`src/rtl/uart_pkg.sv`:
```
// Shared types and constants for the UART transmit arbiter.
// Frame length math lives here so the arbiter and its users agree.
package uart_pkg;

    localparam int FRAME_BITS = 10;

    typedef enum logic [1:0] {
        IDLE,
        SEND,
        WAIT
    } uart_arb_state_t;

    // Cycles from the first enable cycle to the last busy cycle.
    function automatic int frame_cycles(
        input int fre,
        input int bps,
        input int guard
    );
        return FRAME_BITS * (fre / bps + 1) + 2 + guard;
    endfunction

    // Bits needed to index 'value' distinct states (at least 1).
    function automatic int calculateBitWidth(input int value);
        int w;
        w = 1;
        while ((1 << w) < value) begin
            w++;
        end
        return w;
    endfunction

endpackage

```
`src/rtl/uart_tx_arbiter_if.sv`:
```
// Requester/transmitter bundle of the UART transmit arbiter.
// The master side drives requests; the slave side is the arbiter.
interface uart_tx_arbiter_if #(
    parameter int NUM_REQ = 4
) ();

    localparam int IW = (NUM_REQ > 1) ? $clog2(NUM_REQ) : 1;

    logic [NUM_REQ-1:0]   i_req;
    logic [NUM_REQ*8-1:0] i_data;
    logic [NUM_REQ-1:0]   o_ack;
    logic [7:0]           o_tx_data;
    logic                 o_tx_en;
    logic                 o_busy;
    logic [IW-1:0]        o_grant_id;

    modport master (
        output i_req,
        output i_data,
        input  o_ack,
        input  o_tx_data,
        input  o_tx_en,
        input  o_busy,
        input  o_grant_id
    );

    modport slave (
        input  i_req,
        input  i_data,
        output o_ack,
        output o_tx_data,
        output o_tx_en,
        output o_busy,
        output o_grant_id
    );

endinterface

```
`src/rtl/rr_arbiter.sv`:
```
// Combinational round-robin pick: first request at or above ptr,
// wrapping around, returned as one-hot, index and valid flag.
module rr_arbiter #(
    parameter int N = 4,
    localparam int W = (N > 1) ? $clog2(N) : 1
) (
    input  logic [N-1:0] req,
    input  logic [W-1:0] ptr,
    output logic [N-1:0] gnt,
    output logic [W-1:0] idx,
    output logic         valid
);

    int         c;
    logic [W-1:0] ci;

    // Scan upward from ptr and keep the first hit.
    always_comb begin
        gnt   = '0;
        idx   = '0;
        valid = 1'b0;
        c     = 0;
        ci    = '0;
        for (int i = 0; i < N; i++) begin
            c  = (int'(ptr) + i) % N;
            ci = W'(c);
            if (!valid && req[ci]) begin
                valid   = 1'b1;
                idx     = ci;
                gnt[ci] = 1'b1;
            end
        end
    end

endmodule

```
`src/rtl/uart_tx_arbiter.sv`:
```
// Round-robin sharing of one UART transmitter among byte sources.
// Frames are paced by an internal timer instead of the tx busy flag.
module uart_tx_arbiter
    import uart_pkg::*;
#(
    parameter int NUM_REQ      = 4,
    parameter int FRE_CLK      = 100_000_000,
    parameter int UART_BPS     = 115200,
    parameter int EN_HOLD      = 4,
    parameter int GUARD_CYCLES = 4
) (
    input logic              clk,
    input logic              rst_n,
    uart_tx_arbiter_if.slave bus
);

    localparam int FRAME_CYC =
        frame_cycles(FRE_CLK, UART_BPS, GUARD_CYCLES);
    localparam int TW = calculateBitWidth(FRAME_CYC + 1);
    localparam int IW = (NUM_REQ > 1) ? $clog2(NUM_REQ) : 1;

    localparam logic [TW-1:0] T_EN_LAST  = TW'(EN_HOLD - 1);
    localparam logic [TW-1:0] T_FRM_LAST = TW'(FRAME_CYC - 1);
    localparam logic [IW-1:0] ID_LAST    = IW'(NUM_REQ - 1);

    uart_arb_state_t state_q, state_d;

    logic [TW-1:0]      timer_q, timer_d;
    logic [IW-1:0]      ptr_q, ptr_d;
    logic [IW-1:0]      gid_q, gid_d;
    logic [7:0]         data_q, data_d;
    logic [NUM_REQ-1:0] ack_q, ack_d;

    logic [NUM_REQ-1:0] pick_gnt;
    logic [IW-1:0]      pick_idx;
    logic               pick_vld;

    rr_arbiter #(
        .N (NUM_REQ)
    ) u_rr (
        .req   (bus.i_req),
        .ptr   (ptr_q),
        .gnt   (pick_gnt),
        .idx   (pick_idx),
        .valid (pick_vld)
    );

    // State, timer and grant registers; reset clears a frame in flight.
    always_ff @(posedge clk or negedge rst_n) begin
        if (!rst_n) begin
            state_q <= IDLE;
            timer_q <= '0;
            ptr_q   <= '0;
            gid_q   <= '0;
            data_q  <= '0;
            ack_q   <= '0;
        end else begin
            state_q <= state_d;
            timer_q <= timer_d;
            ptr_q   <= ptr_d;
            gid_q   <= gid_d;
            data_q  <= data_d;
            ack_q   <= ack_d;
        end
    end

    // Grant in IDLE, hold enable in SEND, run out the frame in WAIT.
    always_comb begin
        state_d = state_q;
        timer_d = timer_q + TW'(1);
        ptr_d   = ptr_q;
        gid_d   = gid_q;
        data_d  = data_q;
        ack_d   = '0;
        unique case (state_q)
            IDLE: begin
                timer_d = timer_q;
                if (pick_vld) begin
                    for (int k = 0; k < NUM_REQ; k++) begin
                        if (pick_gnt[k]) begin
                            data_d = bus.i_data[8*k +: 8];
                        end
                    end
                    gid_d   = pick_idx;
                    ack_d   = pick_gnt;
                    ptr_d   = (pick_idx == ID_LAST) ?
                              '0 : pick_idx + IW'(1);
                    timer_d = '0;
                    state_d = SEND;
                end
            end
            SEND: begin
                if (timer_q == T_EN_LAST) begin
                    state_d = WAIT;
                end
            end
            WAIT: begin
                if (timer_q == T_FRM_LAST) begin
                    state_d = IDLE;
                end
            end
            default: begin
                state_d = IDLE;
            end
        endcase
    end

    assign bus.o_tx_en    = (state_q == SEND);
    assign bus.o_busy     = (state_q != IDLE);
    assign bus.o_ack      = ack_q;
    assign bus.o_tx_data  = data_q;
    assign bus.o_grant_id = gid_q;

endmodule

```
`src/flat_wrapper.sv`:
```
// flat-port wrapper written by rule: the top's interface ports become plain ports
module uart_tx_arbiter_flat import uart_pkg::*;
#(
    parameter int NUM_REQ      = 4,
    parameter int FRE_CLK      = 100_000_000,
    parameter int UART_BPS     = 115200,
    parameter int EN_HOLD      = 4,
    parameter int GUARD_CYCLES = 4
)
  (clk, rst_n, bus_i_req, bus_i_data, bus_o_ack, bus_o_tx_data, bus_o_tx_en, bus_o_busy, bus_o_grant_id);
  uart_tx_arbiter_if #(.NUM_REQ(NUM_REQ)) bus_i ();
  input logic clk;
  input logic rst_n;
  input wire logic [$bits(bus_i.i_req)-1:0] bus_i_req;
  input wire logic [$bits(bus_i.i_data)-1:0] bus_i_data;
  output wire logic [$bits(bus_i.o_ack)-1:0] bus_o_ack;
  output wire logic [$bits(bus_i.o_tx_data)-1:0] bus_o_tx_data;
  output wire logic [$bits(bus_i.o_tx_en)-1:0] bus_o_tx_en;
  output wire logic [$bits(bus_i.o_busy)-1:0] bus_o_busy;
  output wire logic [$bits(bus_i.o_grant_id)-1:0] bus_o_grant_id;
  assign bus_i.i_req = bus_i_req;
  assign bus_i.i_data = bus_i_data;
  assign bus_o_ack = bus_i.o_ack;
  assign bus_o_tx_data = bus_i.o_tx_data;
  assign bus_o_tx_en = bus_i.o_tx_en;
  assign bus_o_busy = bus_i.o_busy;
  assign bus_o_grant_id = bus_i.o_grant_id;
  uart_tx_arbiter #(.NUM_REQ(NUM_REQ), .FRE_CLK(FRE_CLK), .UART_BPS(UART_BPS), .EN_HOLD(EN_HOLD), .GUARD_CYCLES(GUARD_CYCLES)) u_core (.clk(clk), .rst_n(rst_n), .bus(bus_i));
endmodule
```
`config.mk`:
```
export PLATFORM = sky130hd
export DESIGN_NAME = uart_tx_arbiter_flat
export DESIGN_NICKNAME = d
export VERILOG_FILES = /design/src/rtl/uart_pkg.sv /design/src/rtl/uart_tx_arbiter_if.sv /design/src/rtl/rr_arbiter.sv /design/src/rtl/uart_tx_arbiter.sv /design/src/flat_wrapper.sv
export SDC_FILE = /design/constraint.sdc
export NUM_CORES = 1
export LEC_CHECK = 0
export ABC_AREA = 1
export BUFFER_PORTS_ARGS = -buffer_cell sky130_fd_sc_hd__buf_2
export CORE_MARGIN = 1
export CORE_UTILIZATION = 25
export DETAILED_ROUTE_END_ITERATION = 6
export MAX_ROUTING_LAYER = met4
export PLACE_DENSITY = 0.49
export SLEW_MARGIN = 20
export SYNTH_ARGS = -nofsm -noshare
export SYNTH_HDL_FRONTEND = slang
export SYNTH_SLANG_ARGS = --single-unit
```
`constraint.sdc`:
```
create_clock -name clk -period 2 [get_ports clk]
set_input_delay 0.1 -clock clk [delete_from_list [all_inputs] [get_ports clk]]
set_output_delay 0.1 -clock clk [all_outputs]
set_load 0.005 [all_outputs]
```
==> flow_metrics.env, run 1 <==
export IMPL_status="finished with violations"
export IMPL_violations="negative setup slack"
export IMPL_finalHoldViolCount=0
export IMPL_route_layer_met1_wl_um=2820
export IMPL_setup_viol=4
export IMPL_dieArea_um2=9480
export IMPL_fillers=920
export IMPL_p_per_area_nw_per_um2=1910
export IMPL_path_class="reg -> reg"
export IMPL_wl_met3_um=151
export IMPL_synthFlopType="dfrtp_1"
export IMPL_num_rows=34
export IMPL_wl_per_cell_um=11.5
export IMPL_clock_sinks=32
export IMPL_start_kind="flop"
export IMPL_synth_nets=358
export IMPL_placed_area_um2=2780
export IMPL_htree_num_levels=2
export IMPL_multi_input_area_um2=1450
export IMPL_synthCells=313
export IMPL_path_max_fanout=8
export IMPL_fin_total_pwr_mw=6.16
export IMPL_max_slew_worst_pin_slew_ns=0.725
export IMPL_critPathArrivalTime_ns=2.22
export IMPL_fin_util_pct=36.9
export IMPL_totalWireLength_um=5810
export IMPL_grt_overflow=0
export IMPL_slew_viol_final=0
export IMPL_finalCritPeriodShare_pct=100
export IMPL_die_x_um=97.4
export IMPL_dpl_hpwl_um=4490
export IMPL_regArea_um2=802
export IMPL_dr_max_layer_used="met4"
export IMPL_placed_cells=485
export IMPL_clock_latency_ns=0.29
export IMPL_min_period_ns=2.00
export IMPL_via_per_inst=4.45
export IMPL_route_detailed_drc=0
export IMPL_setup_tns_final_ns=-0.00903
export IMPL_slew_headroom_pct=51.7
export IMPL_synthArstFlopShare_pct=100
export IMPL_diodes=0
export IMPL_area_growth_pct=42.0
export IMPL_final_area_um2=3230
export IMPL_synth_top_area_share_pct=35.2
export IMPL_required_ns=2.22
export IMPL_die_h_um=97.4
export IMPL_synth_seq_cells=32
export IMPL_grt_pass1_wl_um=9470
export IMPL_synthTopCellsByArea="dfrtp_1 (35%), nand2_1 (14%), nand3_1 (9.9%), inv_1 (8.4%), ha_1 (3.9%)"
export IMPL_fmax_mhz=499
export IMPL_ys_warn_count=0
export IMPL_drive_above_1_share_pct=41.2
export IMPL_cp_end_kind="flop"
export IMPL_cts_tree="done"
export IMPL_drv_cap=0
export IMPL_fin_hold_ws_ns=0.138
export IMPL_grt_pass1_vias=2106
export IMPL_pin_count=54
export IMPL_vias=2245
export IMPL_rsz0062_at_grt="true"
export IMPL_min_from="bus_i_data[26]"
export IMPL_cts_inserted_buffers=5
export IMPL_ys_seq_area_share_pct=35.2
export IMPL_ctsRootBufferMaster="clkbuf_8"
export IMPL_synth_edf_count=0
export IMPL_start_util_pct=25.9
export IMPL_place_ws_ns=-0.124
export IMPL_syn_area_um2=2270
export IMPL_grt_usage_pct=12.4
export IMPL_hp_class="in -> reg"
export IMPL_ir_worst_vdd_mv=0.821
export IMPL_clkTransAtPathRegs_ns=0.07
export IMPL_wl_met2_um=2790
export IMPL_final_cells=504
export IMPL_io_buffers=53
export IMPL_skew_ns=0.00889
export IMPL_antenna_found_initial=0
export IMPL_drtIter0Drc=98
export IMPL_grt_max_degree=33
export IMPL_ant_nets=0
export IMPL_routabilityCongestion=0.802
export IMPL_synth_top_cell_by_area="dfrtp_1"
export IMPL_layout_nets=440
export IMPL_firstDrtPassIters=4
export IMPL_avgSynthCellArea_um2=7.26
export IMPL_design_core_area_um2=8760
export IMPL_layout_setup_ws_ns=-0.00366
export IMPL_clk_path_buf_depth=2
export IMPL_ys_types=38
export IMPL_p_leak_nw=1.71
## cell families (layout without fill, tap and decap cells)
logic type      count (synthesis)  after routing  share of synthesized area [%]
xor+xnor                        3              3                           1.16
simple gates                  176            176                           39.5
fa+ha+maj                       7              7                           3.85
buf+inv                        60            143                           10.8
mux                             1              1                          0.440
compound gates                 34             34                           9.03
flops                          32             32                           35.2
## registers in the layout, indices dropped and copies added (netlist names), named ones only
signal,count
u_core.timer_q,14
u_core.bus.o_tx_data,8
u_core.bus.o_ack,4
u_core.bus.o_grant_id,2
u_core.state_q,2
u_core.ptr_q,1
## power by group
| part | total [mW] | internal [mW] | leakage [nW] | switching [mW] |
|---|---|---|---|---|
| logic | 4.58 | 1.97 | 1.24 | 2.62 |
| registers | 1.02 | 0.877 | 0.413 | 0.148 |
| clock network | 0.551 | 0.314 | 0.0515 | 0.237 |
## repair_timing
action                                  in CTS  in global routing
setup buffers                                6                  5
gates resized for setup                     19                 43
pin swaps                                   16                 35
hold endpoints to repair                    32                  0
hold buffers                                 1                  0
endpoints found under the setup margin       9                 20
## per-layer routing
layer | vias to the layer above | GRT usage, %
met5 | - | -
met4 | 0 | 4.07
met3 | 5 | 2.16
met2 | 39 | 19.4
met1 | 1033 | 16.1
li1 | 1168 | -
## cells in the mapped netlist (2+ instances only)
cell      count
nand2_1      83
nand3_4       2
buf_2         2
nor2_1       19
inv_2         3
nor2_4        4
nand3_1      45
nor4_1        2
dfrtp_1      32
nand4_1       4
inv_1        51
a21oi_1      16
buf_4         2
a21boi_0      2
nand2_4       3
o21ai_0       8
ha_1          7
nand2_2       5
nand3_2       2
a31oi_1       2
xnor2_1       2
## cells in the final DEF, fill, tap and decap left out, drive strengths merged, types with 2 or more instances in the layout
master / Yosys / final
nand2: 92 / 92
buf: 5 / 79
inv: 55 / 55
nand3: 49 / 49
dfrtp: 32 / 32
nor2: 24 / 24
a21oi: 17 / 17
clkbuf: 0 / 8
o21ai: 8 / 8
ha: 7 / 7
nand4: 5 / 5
a31oi: 2 / 2
xnor2: 2 / 2
nor4: 2 / 2
a21boi: 2 / 2
## final timing paths
kind                                      endpoint  slack, ns  cells after the start
max                        u_core.bus.o_tx_data[0]     -0.004                     15
min                        u_core.bus.o_tx_data[2]       0.14                      5
max reg2reg                u_core.bus.o_tx_data[0]     -0.004                     15
min reg2reg                u_core.bus.o_tx_data[7]       0.47                      2
max in group asynchronous          u_core.ptr_q[1]       1.09                      2
min in group asynchronous                async pin       0.41                      2
## final cells by class
type	instances	share of cell area, %
clock buffer	8	3.10
inverter	55	6.55
multi-input combinational	221	45.0
sequential	32	24.8
tap	108	4.18
timing repair buffer	80	16.4
## worst max-delay path, cell delays in order, from the launching register on
cell and delay, ns:
dfrtp_1 0.42, inv_4 0.06, ha_4 0.29, inv_4 0.04
nand3_2 0.05, nand2_2 0.07, nor2_4 0.24, nand2_4 0.08
nand2_4 0.08, nor2_4 0.04, nand2_4 0.09, nor2_4 0.05
a21oi_4 0.14, buf_12 0.15, nand3_2 0.08, nand2_1 0.06
(Power assumes the default switching activity.)
==> run 2, diff against run 1 <==
==> constraint.sdc (replaced) <==
create_clock -name clk -period 2 [get_ports clk]
set_input_delay 0.4 -clock clk [delete_from_list [all_inputs] [get_ports clk]]
set_output_delay 0.4 -clock clk [all_outputs]
set_load 0.005 [all_outputs]
==> run 2 against run 1 <==
Effect of this change:
- the run still ends with negative setup slack left
- wire length rose by 4.8%
- core utilization rose by 0.86 points
- critical path depth fell by 1
- sequential share of layout area fell by 0.53 points
- first-iteration DRC count down 28%
- sequential cell count did not move
- non-clock buffer count is 6 higher
- die area is the same
- power is 4.1% higher
- clock power up 24%
- fmax decreased by 0.11%
==> flow_metrics.env, run 2 (synthesis gave the netlist of run 1 again) <==
export IMPL_status="finished with violations"
export IMPL_violations="negative setup slack"
export IMPL_placed_cells=484
export IMPL_rr_endpoint="u_core.bus.o_tx_data[4]"
export IMPL_slew_headroom_pct=52.0
export IMPL_multi_input_area_um2=1470
export IMPL_slowest_delay_ns=0.44
export IMPL_rsz0062_at_grt="true"
export IMPL_clock_latency_ns=0.28
export IMPL_route_detailed_drc=0
export IMPL_io_buffers=53
export IMPL_vias=2289
export IMPL_grt_max_degree=33
export IMPL_clkTransAtPathRegs_ns=0.07
export IMPL_p_per_area_nw_per_um2=1940
export IMPL_hp_class="in -> async"
export IMPL_cp_cell_sequence="inv_4 -> buf_6 -> nand2_2 -> nand3_4 -> nand2_8 -> buf_4 -> nand2_1 -> a21boi_2 -> nand3_2 -> nor2_4 -> a21oi_4 -> buf_12 -> nand3_4 -> nand2_2"
export IMPL_layout_nets=446
export IMPL_ant_nets=0
export IMPL_grt_pass1_vias=2246
export IMPL_fmax_mhz=499
export IMPL_largest_reg_flops=14
export IMPL_seqPwrFrac_pct=16.0
export IMPL_area_growth_pct=45.3
export IMPL_start_kind="flop"
export IMPL_diodes=0
export IMPL_dieArea_um2=9480
export IMPL_skew_ns=0.00477
export IMPL_cts_hold_buf=0
export IMPL_die_x_um=97.4
export IMPL_slew_viol_final=0
export IMPL_ir_worst_vdd_mv=0.808
export IMPL_clk_path_buf_depth=2
export IMPL_firstDrtPassIters=4
export IMPL_endpoint="u_core.bus.o_tx_data[4]"
export IMPL_pin_count=54
export IMPL_finalCritPeriodShare_pct=100
export IMPL_final_area_um2=3300
export IMPL_combPwrFrac_pct=73.4
export IMPL_totalWireLength_um=6090
export IMPL_critPathArrivalTime_ns=2.19
export IMPL_cts_inserted_buffers=5
export IMPL_required_ns=2.18
export IMPL_routabilityCongestion=0.805
export IMPL_regArea_um2=803
export IMPL_p_switching_mw=3.06
export IMPL_cts_tree="done"
export IMPL_p_clk_share_pct=10.7
export IMPL_dpl_hpwl_um=4490
export IMPL_path_class="reg -> reg"
export IMPL_placed_area_um2=2770
export IMPL_final_cells=510
export IMPL_drive_above_1_share_pct=43.5
export IMPL_drv_cap=0
export IMPL_start_util_pct=25.9
export IMPL_drtIter0Drc=71
export IMPL_die_h_um=97.4
export IMPL_via_per_inst=4.49
export IMPL_clock_sinks=32
export IMPL_antenna_found_initial=0
export IMPL_r2r_setup_slack_ns=-0.006
export IMPL_top_register="u_core.timer_q"
export IMPL_wl_per_cell_um=11.9
export IMPL_num_rows=34
export IMPL_swShare_pct=47.7
export IMPL_final_common_cell="nand2_1"
export IMPL_mostFrequentLayoutCells="nand2_1 (55), buf_2 (53), inv_1 (48), nand3_1 (31), dfrtp_1 (30)"
export IMPL_htree_num_levels=2
export IMPL_cp_slowest_cell="dfrtp_2"
export IMPL_cp_end_kind="flop"
export IMPL_ctsRootBufferMaster="clkbuf_8"
export IMPL_grt_pass1_wl_um=10500
export IMPL_path_max_fanout=8
export IMPL_fillers=941
export IMPL_min_period_ns=2.01
export IMPL_r2r_cells=14
export IMPL_design_core_area_um2=8760
export IMPL_finalHoldViolCount=0
export IMPL_max_slew_worst_pin_slew_ns=0.720
export IMPL_layout_setup_ws_ns=-0.00595
export IMPL_grt_overflow=0
export IMPL_p_int_mw=3.36
export IMPL_grt_usage_pct=13.7
export IMPL_setup_viol=4
export IMPL_p_leak_nw=1.74
run 2: cell count changes in the layout (fill, tap and decap cells not counted), sizes merged:
cell / delta
buf: +7
bufinv: +1
clkbuf: -1
clkinvlp: +1
dlygate4sd3: -1
inv: -1
run 2: routing by layer:
layer / track usage, % / up-vias / part of all wire (%)
met1: 18.7 / 1069 / 47
met2: 21.3 / 38 / 49
met5: - / - / 0
li1: - / 1177 / -
met3: 2.30 / 5 / 2.8
met4: 3.05 / 0 / 0.89
run 2: worst min path at each step:
stage | slack, ns | cells past startpoint | from | endpoint
final | 0.17 | 1 | rst_n | u_core.bus.o_grant_id[1]
after global routing | 0.23 | 1 | rst_n | u_core.timer_q[2]
after CTS | 0.19 | 1 | rst_n | u_core.timer_q[2]
after detailed placement | 0.47 | 2 | u_core.bus.o_tx_data[0] | u_core.bus.o_tx_data[0]
after global placement | 0.47 | 2 | u_core.bus.o_tx_data[7] | u_core.bus.o_tx_data[7]
after floorplan | 0.10 | 0 | rst_n | async pin
run 2: worst max-delay path, delay by kind of cell, from the launching register on:
kind | cells | cell delay (ns)
DFF | 1 | 0.44
AOI/OAI and AO/OA | 2 | 0.24
and+or+nand+nor | 8 | 0.73
buffers and inverters | 4 | 0.48
run 2: through the flow:
stage               util (%)  setup TNS, ns  hold slack, ns  setup slack, ns  total power [mW]
floorplan                  -              0           0.104          0.00272              3.52
global placement        31.6         -0.206           0.470          -0.0484              4.46
detailed placement      31.6         -0.706           0.471           -0.133              4.47
CTS                     35.0         -0.199           0.195          -0.0386              5.74
global route            37.7          -1.27           0.230           -0.172              7.03
finish                  37.7        -0.0140           0.169         -0.00595              6.42
run 2: repair_timing:
item | in CTS | in global routing
gates resized for setup | 21 | 50
endpoints found under the hold margin | 0 | 0
endpoints found under the setup margin | 9 | 26
pin swaps | 20 | 33
cloned | 0 | 1
buffers inserted | 11 | 6
run 2: final cells by class:
type                       instances  area share [%]
sequential                        32            24.3
timing repair buffer              86            16.8
multi-input combinational        221            44.4
clock inverter                     1           0.909
tap                              108            4.09
clock buffer                       7            2.92
inverter                          55            6.51
run 2: power by group through the flow:
stage / sequential, mW / clock [mW] / combinational (mW)
5_1_grt: 1.06 / 0.733 / 5.24
3_5_place_dp: 1.03 / 0 / 3.45
6_report: 1.02 / 0.684 / 4.71
3_3_place_gp: 1.03 / 0 / 3.43
4_1_cts: 1.02 / 0.705 / 4.02
2_1_floorplan: 1.03 / 0 / 2.50
